$ cat config.mk
export PLATFORM = sky130hd
export DESIGN_NAME = rs_dec_frame_scheduler
export DESIGN_NICKNAME = d
export VERILOG_FILES = /design/src/rtl/rs_dec_pkg.sv /design/src/rtl/rs_dec_sat_counter.sv /design/src/rtl/rs_dec_frame_scheduler.sv
export SDC_FILE = /design/constraint.sdc
export NUM_CORES = 1
export LEC_CHECK = 0
export ABC_AREA = 1
export CAP_MARGIN = 30
export CORE_ASPECT_RATIO = 0.9
export CORE_MARGIN = 2
export CORE_UTILIZATION = 40
export DETAILED_ROUTE_END_ITERATION = 10
export GPL_ROUTABILITY_DRIVEN = 1
export PLACE_DENSITY = 0.67
export SETUP_SLACK_MARGIN = 0.15
export SYNTH_ARGS = -nofsm -noshare
export SYNTH_HDL_FRONTEND = slang
export SYNTH_SLANG_ARGS = --single-unit
$ cat constraint.sdc
create_clock -name i_clk -period 4.1 [get_ports i_clk]
set_input_delay 0.82 -clock i_clk [delete_from_list [all_inputs] [get_ports i_clk]]
set_output_delay 0.82 -clock i_clk [all_outputs]
set_load 0.02 [all_outputs]
$ cat src/rtl/rs_dec_pkg.sv
// Shared definitions for the CD C1 Reed-Solomon decode path.
package rs_dec_pkg;

  localparam int unsigned SymbW   = 8;
  localparam int unsigned C1NSymb = 32;
  localparam int unsigned NSynd   = 4;

  typedef enum logic [2:0] {
    StIdle,
    StCollect,
    StWaitSynd,
    StWaitEuclid,
    StDone
  } state_e;

endpackage

$ cat src/rtl/rs_dec_sat_counter.sv
// Saturating statistics counter with synchronous clear; clear beats increment.
module rs_dec_sat_counter #(
  parameter int unsigned P_W = 16
) (
  input  logic           clk,
  input  logic           rst_n,
  input  logic           clr,
  input  logic           inc,
  output logic [P_W-1:0] cnt
);

  always_ff @(posedge clk or negedge rst_n) begin
    if (!rst_n) begin
      cnt <= '0;
    end else if (clr) begin
      cnt <= '0;
    end else if (inc && (cnt != '1)) begin
      cnt <= cnt + P_W'(1);
    end
  end

endmodule

$ cat src/rtl/rs_dec_frame_scheduler.sv
// Frames EFM symbols into the syndrome calculator, launches Euclid only for errored
// codewords, and reports per-codeword status plus saturating statistics.
module rs_dec_frame_scheduler
  import rs_dec_pkg::*;
#(
  parameter int unsigned P_N_SYMB  = C1NSymb,
  parameter int unsigned P_TIMEOUT = 64,
  parameter int unsigned P_CNT_W   = 16
) (
  input  logic               i_clk,
  input  logic               i_resb,
  input  logic [SymbW-1:0]   i_symb,
  input  logic               i_symb_valid,
  input  logic               i_frame_sync,
  output logic               o_synd_frame_sync,
  output logic [SymbW-1:0]   o_synd_data,
  output logic               o_synd_data_sync,
  input  logic               i_synd_ready,
  input  logic [SymbW-1:0]   i_s0,
  input  logic [SymbW-1:0]   i_s1,
  input  logic [SymbW-1:0]   i_s2,
  input  logic [SymbW-1:0]   i_s3,
  output logic               o_euclid_start,
  input  logic               i_euclid_ready,
  output logic               o_cw_done,
  output logic               o_cw_err,
  output logic               o_cw_fail,
  output logic               o_busy,
  output logic               o_overrun,
  input  logic               i_clr_stat,
  output logic [P_CNT_W-1:0] o_cw_cnt,
  output logic [P_CNT_W-1:0] o_err_cnt
);

  localparam int unsigned CntW = $clog2(P_N_SYMB + 1);
  localparam int unsigned TmoW = $clog2(P_TIMEOUT + 1);
  localparam logic [CntW-1:0] LastIdx = CntW'(P_N_SYMB - 1);
  localparam logic [TmoW-1:0] TmoMax  = TmoW'(P_TIMEOUT);

  state_e                        state_q, state_d;
  logic [CntW-1:0]               symb_cnt_q, symb_cnt_d;
  logic [TmoW-1:0]               tmo_q, tmo_d;
  logic [SymbW-1:0]              synd_data_q, synd_data_d;
  logic                          synd_data_sync_q, synd_data_sync_d;
  logic                          synd_frame_sync_q, synd_frame_sync_d;
  logic                          euclid_start_q, euclid_start_d;
  logic                          cw_done_q, cw_done_d;
  logic                          cw_err_q, cw_err_d;
  logic                          cw_fail_q, cw_fail_d;
  logic                          overrun_q, overrun_d;
  logic                          busy_q;
  logic [NSynd-1:0][SymbW-1:0]   synd;
  logic                          sync_in;
  logic                          synd_zero;
  logic                          timed_out;

  assign synd      = {i_s3, i_s2, i_s1, i_s0};
  assign sync_in   = i_frame_sync & i_symb_valid;
  assign synd_zero = (synd == '0);
  assign timed_out = (tmo_q == TmoMax);

  always_comb begin
    state_d           = state_q;
    symb_cnt_d        = symb_cnt_q;
    tmo_d             = tmo_q + TmoW'(1);
    synd_data_d       = synd_data_q;
    synd_data_sync_d  = 1'b0;
    synd_frame_sync_d = 1'b0;
    euclid_start_d    = 1'b0;
    cw_done_d         = 1'b0;
    cw_err_d          = cw_err_q;
    cw_fail_d         = cw_fail_q;
    overrun_d         = overrun_q;

    case (state_q)
      StIdle: begin
        if (sync_in) begin
          synd_data_d       = i_symb;
          synd_data_sync_d  = 1'b1;
          synd_frame_sync_d = 1'b1;
          symb_cnt_d        = CntW'(1);
          state_d           = StCollect;
        end
      end
      StCollect: begin
        if (i_symb_valid) begin
          synd_data_d      = i_symb;
          synd_data_sync_d = 1'b1;
          if (i_frame_sync) begin
            // Early sync: close the short codeword as failed and restart on this symbol.
            cw_done_d         = 1'b1;
            cw_err_d          = 1'b0;
            cw_fail_d         = 1'b1;
            synd_frame_sync_d = 1'b1;
            symb_cnt_d        = CntW'(1);
          end else begin
            symb_cnt_d = symb_cnt_q + CntW'(1);
            if (symb_cnt_q == LastIdx) begin
              state_d = StWaitSynd;
            end
          end
        end
      end
      StWaitSynd: begin
        if (i_synd_ready) begin
          if (synd_zero) begin
            cw_done_d = 1'b1;
            cw_err_d  = 1'b0;
            cw_fail_d = 1'b0;
            state_d   = StDone;
          end else begin
            euclid_start_d = 1'b1;
            state_d        = StWaitEuclid;
          end
        end else if (timed_out) begin
          cw_done_d = 1'b1;
          cw_err_d  = 1'b0;
          cw_fail_d = 1'b1;
          state_d   = StDone;
        end
      end
      StWaitEuclid: begin
        if (i_euclid_ready || timed_out) begin
          cw_done_d = 1'b1;
          cw_err_d  = 1'b1;
          cw_fail_d = ~i_euclid_ready;
          state_d   = StDone;
        end
      end
      StDone: begin
        state_d = StIdle;
      end
      default: begin
        state_d = StIdle;
      end
    endcase

    if (state_d != state_q) begin
      tmo_d = '0;
    end

    if (sync_in && (state_q inside {StWaitSynd, StWaitEuclid, StDone})) begin
      overrun_d = 1'b1;
    end
    if (i_clr_stat) begin
      overrun_d = 1'b0;
    end
  end

  always_ff @(posedge i_clk or negedge i_resb) begin
    if (!i_resb) begin
      state_q           <= StIdle;
      symb_cnt_q        <= '0;
      tmo_q             <= '0;
      synd_data_q       <= '0;
      synd_data_sync_q  <= 1'b0;
      synd_frame_sync_q <= 1'b0;
      euclid_start_q    <= 1'b0;
      cw_done_q         <= 1'b0;
      cw_err_q          <= 1'b0;
      cw_fail_q         <= 1'b0;
      overrun_q         <= 1'b0;
      busy_q            <= 1'b0;
    end else begin
      state_q           <= state_d;
      symb_cnt_q        <= symb_cnt_d;
      tmo_q             <= tmo_d;
      synd_data_q       <= synd_data_d;
      synd_data_sync_q  <= synd_data_sync_d;
      synd_frame_sync_q <= synd_frame_sync_d;
      euclid_start_q    <= euclid_start_d;
      cw_done_q         <= cw_done_d;
      cw_err_q          <= cw_err_d;
      cw_fail_q         <= cw_fail_d;
      overrun_q         <= overrun_d;
      busy_q            <= (state_d != StIdle);
    end
  end

  // Counters bump on the same edge that raises o_cw_done, so both are visible together.
  rs_dec_sat_counter #(
    .P_W(P_CNT_W)
  ) u_cw_cnt (
    .clk  (i_clk),
    .rst_n(i_resb),
    .clr  (i_clr_stat),
    .inc  (cw_done_d),
    .cnt  (o_cw_cnt)
  );

  rs_dec_sat_counter #(
    .P_W(P_CNT_W)
  ) u_err_cnt (
    .clk  (i_clk),
    .rst_n(i_resb),
    .clr  (i_clr_stat),
    .inc  (cw_done_d & (cw_err_d | cw_fail_d)),
    .cnt  (o_err_cnt)
  );

  assign o_synd_frame_sync = synd_frame_sync_q;
  assign o_synd_data       = synd_data_q;
  assign o_synd_data_sync  = synd_data_sync_q;
  assign o_euclid_start    = euclid_start_q;
  assign o_cw_done         = cw_done_q;
  assign o_cw_err          = cw_err_q;
  assign o_cw_fail         = cw_fail_q;
  assign o_busy            = busy_q;
  assign o_overrun         = overrun_q;

endmodule

==> reports/results.txt <==
Status: finished clean
Crit. End Element: flip-flop
Area delta synth->final: 32.7%
Worst setup margin: 1380 ps
GR Overflow Total: 0
Post-route DRC: 0
Die H: 95.7 um
Commonest non-fill, non-tap cells in the layout: nand2_1 (124), clkdlybuf4s50_1 (93), nor2_1 (75)
RSZ-0062 raised after global routing: false
First-pass GRT wire length: 14,800 um
Final Skew: 9.99 ps
Flop-to-flop setup slack: 1900 ps
Drt via density: 4.83
DIE AREA: 0.0101 mm2
Num rows: 33
R2R cell count: 13
Tot GR Track Use: 18.4%
Starting Density: 41.1%
Synth Area in XOR/XNOR: 6.33%
Setup-failing EPs final: 0
Die Width: 106 um
CP startpoint: i_s2[7]
Mean Syn Cell Area: 7.70 um2
Synthesized flop and latch total: 64
Total setup buffers inserted after CTS: 0
Antenna cells: 0
Simple-Gate Fraction of Synth Area: 36.1%
CP bufs+invs: 2
RePlAce Congestion: 0.910
CTS sink count: 64
Critical-path maximum fanout: 21
DR iter-0 viols: 105
IO Port Bufs: 94
Cell mode on critical path: nand2_1
DRT Pass-1 Iters: 4
Layout Nets: 632
Delay-heaviest family, CP: simple AND/OR/NAND/NOR gates
Routed length per placed instance: 12.5 um
Startpoint types: input port
Post-synth net total: 537
Sequential area share after synthesis: 42.9%
Commonest non-fill, non-tap cell in the layout: nand2_1
Post-Synth Adder-Cell Area: 1.68%
Cells after Synth: 485
Worst EP required: 4320 ps
Max Fclk: 367 MHz
Fill count: 866
Largest net degree at the start of global routing: 40
Clock root buffer: clkbuf_8
Worst min-delay path class: input port to async pin
Worst r2r src: tmo_q[0]
Post-DP HPWL: 6480 um
Critical Path, Cell by Cell: clkdlybuf4s50_1, nor2_1, nand2_1, nor2_1, nand2_1, nor2_1, nand2_1, nand2_2, nand2_4, nand3_2, nand2_1, nand2_1, inv_1, nand2_1, o21ai_1
Total CTS buffers: 9
CORE AREA: 0.00908 mm2
CP peak stage delay: 440 ps
TritonCTS clock tree: done
Storage element area: 0.00160 mm2
Worst Tran Pin Value: 582 ps
Crit path DAT: 2940 ps
WP depth: 15
IO Count: 95
Syn Std Cell Area: 0.00373 mm2
Clk Latency, worst-skew pair: 340 ps
Crit-path slowest cell: nand2_1
Yosys cell types: 37
Rel. slew slack: 61.1%
Reg2Reg Capture Point: u_cw_cnt.cnt[2]
Final hold vios: 0
Slew Limit Fails: 0
Max cap viols: 0
Number of global-route vias before repair: 3,151
Post-synthesis mux area share: 0%
Via count: 3,414
Setup TNS: 0 ps
H-tree depth: 3
CP Capture Point: u_cw_cnt.cnt[2]
Dpl ws: 1040 ps
Area of the multi-input gates: 0.00183 mm2
Cts hold-fix bufs: 0
Clock Tree Buf Depth: 2
Maximum VDD drop: 301 uV
DRT Wirelength: 8810 um
DRT antenna net count: 0
Type of the worst setup path: input port to flip-flop
Power density cells: 385 mW/mm2
Initial antenna violation count: 0
Fraction of the mapped netlist area in compound gates: 4.86%
Share of the clock period used by the worst path: 66.4%
Share of cells above drive strength 1: 7.69%
Worst hold slack: 341 ps
Min Tclk post-route: 2720 ps
CTS resizes: 0
Largest family of logic cells by synthesized area: simple AND/OR/NAND/NOR gates
LEAKAGE: 2.37 nW
Ys Warns: 0
Worst-path clk slew: 70 ps
## through the flow
step	total power (W)	std cells	util (%)	cell area (um2)
5_1_grt	0.00203	707	54.6	4960
3_3_place_gp	0.00135	690	52.1	4740
2_1_floorplan	0.00116	485	-	3730
4_1_cts	0.00193	707	54.6	4960
6_report	0.00191	707	54.6	4960
3_5_place_dp	0.00137	691	52.4	4760
## state kept, by name (all words and copies together) (netlist names)
| name | cells |
|---|---|
| u_err_cnt.cnt | 16 |
| o_cw_done | 1 |
| o_busy | 1 |
| tmo_q | 7 |
| o_cw_fail | 1 |
| o_cw_err | 1 |
| o_synd_data | 8 |
| u_cw_cnt.cnt | 16 |
| o_synd_frame_sync | 1 |
| o_euclid_start | 1 |
| symb_cnt_q | 6 |
| o_synd_data_sync | 1 |
| o_overrun | 1 |
| state_q | 3 |
## kinds of logic after synthesis
kind of cell,Yosys count
AOI/OAI and AO/OA,33
buffers and inverters,66
DFF,64
adders and majority gates,5
and+or+nand+nor,290
xor gates and xnor gates,27
## final cells by class
class | instances | share of cell area, %
clock buffers | 13 | 3.21
clock inverters | 3 | 0.808
inverters | 53 | 4.06
multi-input cells | 355 | 36.9
flip-flops and latches | 64 | 32.3
well taps | 122 | 3.08
repair buffers | 97 | 19.6
## metal layers
metal  track usage, %  part of all wire (%)  vias up
li1                 -                     -     1748
met5                0                     0        -
met2             29.2                    46       79
met3             4.65                   4.1        8
met4             5.26                   1.1        0
met1             25.0                    49     1579
## power by group
part / switching (W) / total, W / internal [W]
Sequential: 0.0000675 / 0.000784 / 0.000717
Combinational: 0.000348 / 0.000569 / 0.000221
Clock: 0.000242 / 0.000555 / 0.000313
## synth_stat cells
| cell type | instances | share of area, % |
|---|---|---|
| a31oi_1 | 2 | 0.33 |
| nor2_1 | 75 | 7.5 |
| nand3_4 | 1 | 0.47 |
| o21ai_1 | 3 | 0.40 |
| a21oi_1 | 9 | 1.2 |
| clkbuf_8 | 1 | 0.37 |
| nand4_1 | 20 | 3.4 |
| ha_1 | 5 | 1.7 |
| nor3_1 | 6 | 0.80 |
| buf_4 | 2 | 0.40 |
| nor4_1 | 4 | 0.67 |
| inv_2 | 3 | 0.30 |
| nor3_4 | 1 | 0.44 |
| inv_4 | 1 | 0.17 |
| inv_1 | 49 | 4.9 |
| o221ai_1 | 1 | 0.23 |
| xnor2_1 | 3 | 0.70 |
| nand3_1 | 35 | 4.7 |
| xor2_1 | 24 | 5.6 |
| buf_6 | 2 | 0.60 |
| a41o_1 | 1 | 0.27 |
| nand2_4 | 2 | 0.60 |
| o21ai_0 | 14 | 1.9 |
| and3_1 | 1 | 0.17 |
| nor3_2 | 1 | 0.27 |
| nand2_2 | 4 | 0.67 |
| a21boi_0 | 1 | 0.20 |
| nand2_1 | 124 | 12 |
| buf_12 | 1 | 0.54 |
| clkbuf_1 | 4 | 0.40 |
| nand2_8 | 1 | 0.54 |
| nand3_2 | 9 | 2.4 |
| buf_2 | 3 | 0.40 |
| o22ai_1 | 2 | 0.33 |
| dfrtp_1 | 64 | 43 |
| nor2_2 | 4 | 0.67 |
| nand3b_1 | 2 | 0.40 |
## worst reg2reg max path, stage by stage (launching register included)
cell,delay (ps)
dfrtp_1,410
inv_1,70
ha_1,140
nand2_1,50
inv_1,60
nand3_1,120
nand2_1,100
nand3_2,100
nand3_2,120
nand2_1,70
nand2_1,440
inv_1,240
nand2_1,100
o21ai_1,60
## worst min-delay path by stage
stage	end	from	slack (ps)
after floorplan	tmo_q[0]	tmo_q[0]	450
after global placement	o_synd_data[0]	o_synd_data[0]	460
after detailed placement	o_synd_data[0]	o_synd_data[0]	460
after CTS	o_synd_frame_sync	i_resb	340
after global routing	o_synd_data_sync	i_resb	350
final	symb_cnt_q[4]	i_resb	340
Power figures use the tool's default switching activity.
==> RTL edit 1, RTL diff (same settings) <==
`synd_data_q` no longer has a reset.
--- a/src/rtl/rs_dec_frame_scheduler.sv
+++ b/src/rtl/rs_dec_frame_scheduler.sv
@@ -152,7 +152,6 @@
       state_q           <= StIdle;
       symb_cnt_q        <= '0;
       tmo_q             <= '0;
-      synd_data_q       <= '0;
       synd_data_sync_q  <= 1'b0;
       synd_frame_sync_q <= 1'b0;
       euclid_start_q    <= 1'b0;
@@ -165,7 +164,6 @@
       state_q           <= state_d;
       symb_cnt_q        <= symb_cnt_d;
       tmo_q             <= tmo_d;
-      synd_data_q       <= synd_data_d;
       synd_data_sync_q  <= synd_data_sync_d;
       synd_frame_sync_q <= synd_frame_sync_d;
       euclid_start_q    <= euclid_start_d;
@@ -175,6 +173,10 @@
       overrun_q         <= overrun_d;
       busy_q            <= (state_d != StIdle);
     end
+  end
+
+  always_ff @(posedge i_clk) begin
+    synd_data_q <= synd_data_d;
   end
 
   // Counters bump on the same edge that raises o_cw_done, so both are visible together.
Behaviour: not the same (a bounded check fails within 4 cycles, from zero or initial values; the reset may be asserted at any time).
==> RTL edit 1 against the unedited design <==
Sequential share of layout area is 1.3 points higher; routed wire length is 3.6% lower; sequential cell count stayed put; power is 2.9% lower; critical endpoint unchanged; core utilization is 1.7 points higher; setup slack better by 64 ps; sequential power is 2.9% lower; fmax is 2.4% higher; design area is 1.4% lower; worst hold slack better by 150 ps; critical path type unchanged; synthesized area is 2.7% lower; register-to-register slack worse by 20 ps; combinational power is 17% lower.
==> RTL edit 1: results <==
group,metric,value,unit
routing,drt_pass1_iterations,4,
worst_setup_path,rrSetupSlack,1880,ps
place,place_area,4660,µm²
finish,nets,607,
power,p_leak,2.25,nW
worst_hold_path,worstHoldStart,"tmo_q[0]",
routing,vias,3302,
place,hpwlAfterDp,6.20,mm
synthesis,syn-num-nets,511,
routing,post_drt_via_cell_ratio,4.86,
routing,drtIter0Drc,122,
worst_setup_path,path_max_fanout,22,
worst_hold_path,min_path_type,"reg -> reg",
timing,tightest_slew,833,ps
worst_setup_path,cp_slowest_cell,"nand2_1",
grt,grt_use_total,0.186,
power,ir_drop,0.000205,V
worst_setup_path,r2r_start,"tmo_q[0]",
clocking,clk_latency,350,ps
synthesis,synthTopCellsByArea,"dfrtp_1, nand2_1, nor2_1",
clocking,cts.htree.levels,3,
power,p_int,1.24,mW
timing,finClkSkew,13.1,ps
synthesis,yosysUniqueCellTypes,35,
finish,stdcell_area,4890,µm²
routing,wl,8.50,mm
worst_setup_path,rr_worst_depth,13,
worst_hold_path,hold_end,"tmo_q[0]",
clocking,postCtsSetupBuffers,0,
finish,antennaDiodeCount,0,
synthesis,synthArstFlopShare,0.875,
power,fin_total_pwr,1.85,mW
grt,grt_pass1_wl,14.8,mm
place,pre_cts_slack,1070,ps
synthesis,yosys-top-cells-count,"nand2_1, nor2_1, dfrtp_1",
place,port_buffers,94,
clocking,cts_buffers,9,
place,place.gp.congestion,0.937,
synthesis,ys_seq_area_frac,0.452,
place,dpl.cell_count,663,
worst_setup_path,cp.arrival,2890,ps
grt,grt_pass1_vias,3248,
power,powerClk,0.618,mW
synthesis,synth_edf_count,8,
finish,drive_above_1_share,0.0696,
timing,hold-worst-slack,494,ps
synthesis,avgSynthCellArea,7.92,µm²
run_status,status,"completed",
finish,nFillCells,800,
==> RTL edit 1: logic make-up (layout without fill, tap and decap cells) <==
kind of cell	after synthesis	count (layout)	share of synthesized area
AO/OA/AOI/OAI	37	37	0.0554
buffers and inverters	69	170	0.0799
flip-flops	64	64	0.452
AND/OR/NAND/NOR	257	257	0.331
adder cells (fa/ha/maj)	5	5	0.0172
XOR/XNOR	27	27	0.0651
==> RTL edit 1: cell type report <==
| class | instances | share of cell area |
|---|---|---|
| well taps | 119 | 0.0305 |
| inverters | 58 | 0.0451 |
| clock buffers | 9 | 0.0253 |
| repair buffers | 96 | 0.195 |
| flip-flops and latches | 64 | 0.336 |
| clock inverters | 7 | 0.0205 |
| multi-input cells | 326 | 0.348 |
==> RTL edit 1: routing by layer <==
metal | part of all wire | track usage | routed length, µm | up-vias
met5 | 0 | 0 | 0 | -
met4 | 0.016 | 0.0653 | 135 | 0
met3 | 0.048 | 0.0449 | 407 | 14
met2 | 0.46 | 0.311 | 3930 | 91
met1 | 0.47 | 0.238 | 4020 | 1503
li1 | - | - | - | 1694
==> RTL edit 1: how the worst max path moves through the flow <==
stage / from / end / slack [ps] / cells past startpoint
2_1_floorplan: i_s3[7] / u_err_cnt.cnt[13] / 2020 / 13
3_3_place_gp: i_s3[5] / u_cw_cnt.cnt[2] / 1130 / 15
3_5_place_dp: i_s3[5] / u_cw_cnt.cnt[2] / 1070 / 15
4_1_cts: i_s3[5] / u_cw_cnt.cnt[2] / 1440 / 15
5_1_grt: i_s2[6] / u_cw_cnt.cnt[2] / 1080 / 14
6_report: i_s3[5] / u_cw_cnt.cnt[2] / 1440 / 15
==> RTL edit 2, RTL diff (config.mk and constraints unchanged) <==
Made on the original files. Change the parameter `P_TIMEOUT` from 64 to 32.
--- a/src/rtl/rs_dec_frame_scheduler.sv
+++ b/src/rtl/rs_dec_frame_scheduler.sv
@@ -4,7 +4,7 @@
   import rs_dec_pkg::*;
 #(
   parameter int unsigned P_N_SYMB  = C1NSymb,
-  parameter int unsigned P_TIMEOUT = 64,
+  parameter int unsigned P_TIMEOUT = 32,
   parameter int unsigned P_CNT_W   = 16
 ) (
   input  logic               i_clk,
Behaviour: same outputs for any inputs over 10 cycles, from zero or initial values; that may be too few to reach the edited logic, so the function may still have changed.
==> RTL edit 2 against the unedited design <==
Clock skew decreased by 3.1 ps; core utilization shrank 0.18 points; non-clock buffer count did not move; setup slack better by 260 ps; count of clock-buffer cells in the layout is 2 lower; final cell count down 0.85%; global-route usage increased by 0.44 points; routed wire length decreased by 0.84%; sequential cell count fell by 1; power fell by 0.97%; combinational power about the same; design area down 0.78%; synthesized area is 1.4% lower; critical endpoint is now symb_cnt_q[4]; largest cell class unchanged.
==> RTL edit 2: results <==
group,metric,value,unit
finish,antennaDiodeCount,0,
timing,slew_headroom,0.674,
place,place.gp.congestion,0.929,
finish,nets,626,
timing,hold-worst-slack,430,ps
routing,drt_pass1_iterations,4,
synthesis,yosysUniqueCellTypes,37,
synthesis,synth_ff_type,"dfrtp_1",
grt,antenna_found_initial,0,
timing,finClkSkew,6.92,ps
clocking,cts.path.max_buffers,2,
power,power_switching,0.661,mW
synthesis,syn-num-nets,531,
finish,drive_above_1_share,0.0984,
worst_setup_path,cp.arrival,2730,ps
power,p_leak,2.28,nW
timing,timing.final.crit_share,0.601,
routing,wl,8.74,mm
synthesis,yosysWarnings,0,
clocking,clk_latency,340,ps
finish,final_cell_count_no_fill,701,
clocking,clk_pin_slew,70,ps
clocking,postCtsSetupBuffers,0,
place,port_buffers,94,
worst_setup_path,path_max_fanout,16,
grt,grt_use_total,0.188,
worst_setup_path,max_stage_delay,520,ps
clocking,cts_buffers,9,
place,dpl.cell_count,685,
clocking,cts.htree.levels,3,
synthesis,yosys-top-cells-count,"nand2_1, nor2_1, dfrtp_1",
synthesis,avgSynthCellArea,7.69,µm²
clocking,cts_root_buf,"clkbuf_8",
run_status,status,"completed",
power,ir_drop,0.000214,V
place,pre_cts_slack,1250,ps
place,hpwlAfterDp,6.51,mm
worst_setup_path,critPathTopFamily,"simple AND/OR/NAND/NOR gates",
routing,vias,3432,
worst_hold_path,min_path_type,"in -> async",
synthesis,synthTopCellsByArea,"dfrtp_1, nand2_1, nor2_1",
grt,grt_pass1_vias,3348,
grt,grt_pass1_wl,15.1,mm
timing,hold_viol_final,0,
synthesis,ys_seq_area_frac,0.428,
worst_setup_path,cp_slowest_cell,"clkdlybuf4s50_1",
worst_setup_path,rrSetupSlack,2080,ps
grt,grt_max_degree,40,
synthesis,synthArstFlopShare,1.00,
clocking,cts_resized,0,
routing,drtIter0Drc,155,
## RTL edit 2: cell types whose count changed after synthesis, sizes merged, moves of 2 or more
cell,delta
inv,+2
nor3,+2
nor2,-5
nand2,-5
a21oi,+2
## RTL edit 2: worst reg2reg max path: stages, from the launching register on
cell     delay, ps
dfrtp_1        460
ha_1           240
nand2_1         90
nor2_1         200
nand3_1        100
nor2_1         100
nand4_1         90
nand2_1        110
nand2_2        230
inv_2          190
nand2_1         60
o21ai_1         70
## RTL edit 2: per-layer routing
layer  track usage  up-vias  wire length [µm]
li1              -     1739                 -
met1         0.245     1578              4110
met2         0.313      101              4070
met3        0.0376       14               415
met4        0.0711        0               141
met5             0        -                 0
## RTL edit 2: cell families after synthesis
kind of cell / synth area share
AO/OA/AOI/OAI: 0.0533
XOR/XNOR: 0.0594
adder cells (fa/ha/maj): 0.0170
buffers and inverters: 0.0825
flip-flops: 0.428
AND/OR/NAND/NOR: 0.360
## RTL edit 2: layout make-up
class / count / area, µm²
fill: 826 / 4130
multi-input combinational: 347 / 1800
sequential: 63 / 1580
timing repair buffer: 97 / 971
inverter: 56 / 215
tap: 122 / 153
clock buffer: 11 / 141
clock inverter: 5 / 57.6
## RTL edit 2: per-stage QoR
stage | instance area, µm² | util
final | 4920 | 0.544
after global routing | 4920 | 0.544
after CTS | 4920 | 0.544
after detailed placement | 4720 | 0.522
after global placement | 4700 | 0.520
after floorplan | 3680 | -
## RTL edit 2: power by group through the flow
stage / clock [mW] / sequential, mW / combinational, mW
floorplan: 0 / 0.830 / 0.310
global placement: 0 / 0.780 / 0.556
detailed placement: 0 / 0.783 / 0.570
CTS: 0.563 / 0.772 / 0.571
global route: 0.590 / 0.785 / 0.631
finish: 0.550 / 0.771 / 0.569
## RTL edit 2: final timing paths
check                                startpoint              end  cells past startpoint
min in group i_clk               o_synd_data[6]   o_synd_data[6]                      2
max in group asynchronous                i_resb   o_synd_data[6]                      3
worst max register to register  u_cw_cnt.cnt[0]  u_cw_cnt.cnt[2]                     11
worst min register to register   o_synd_data[6]   o_synd_data[6]                      2
worst max-delay path               i_frame_sync    symb_cnt_q[4]                      9
worst min-delay path                     i_resb  u_cw_cnt.cnt[9]                      1
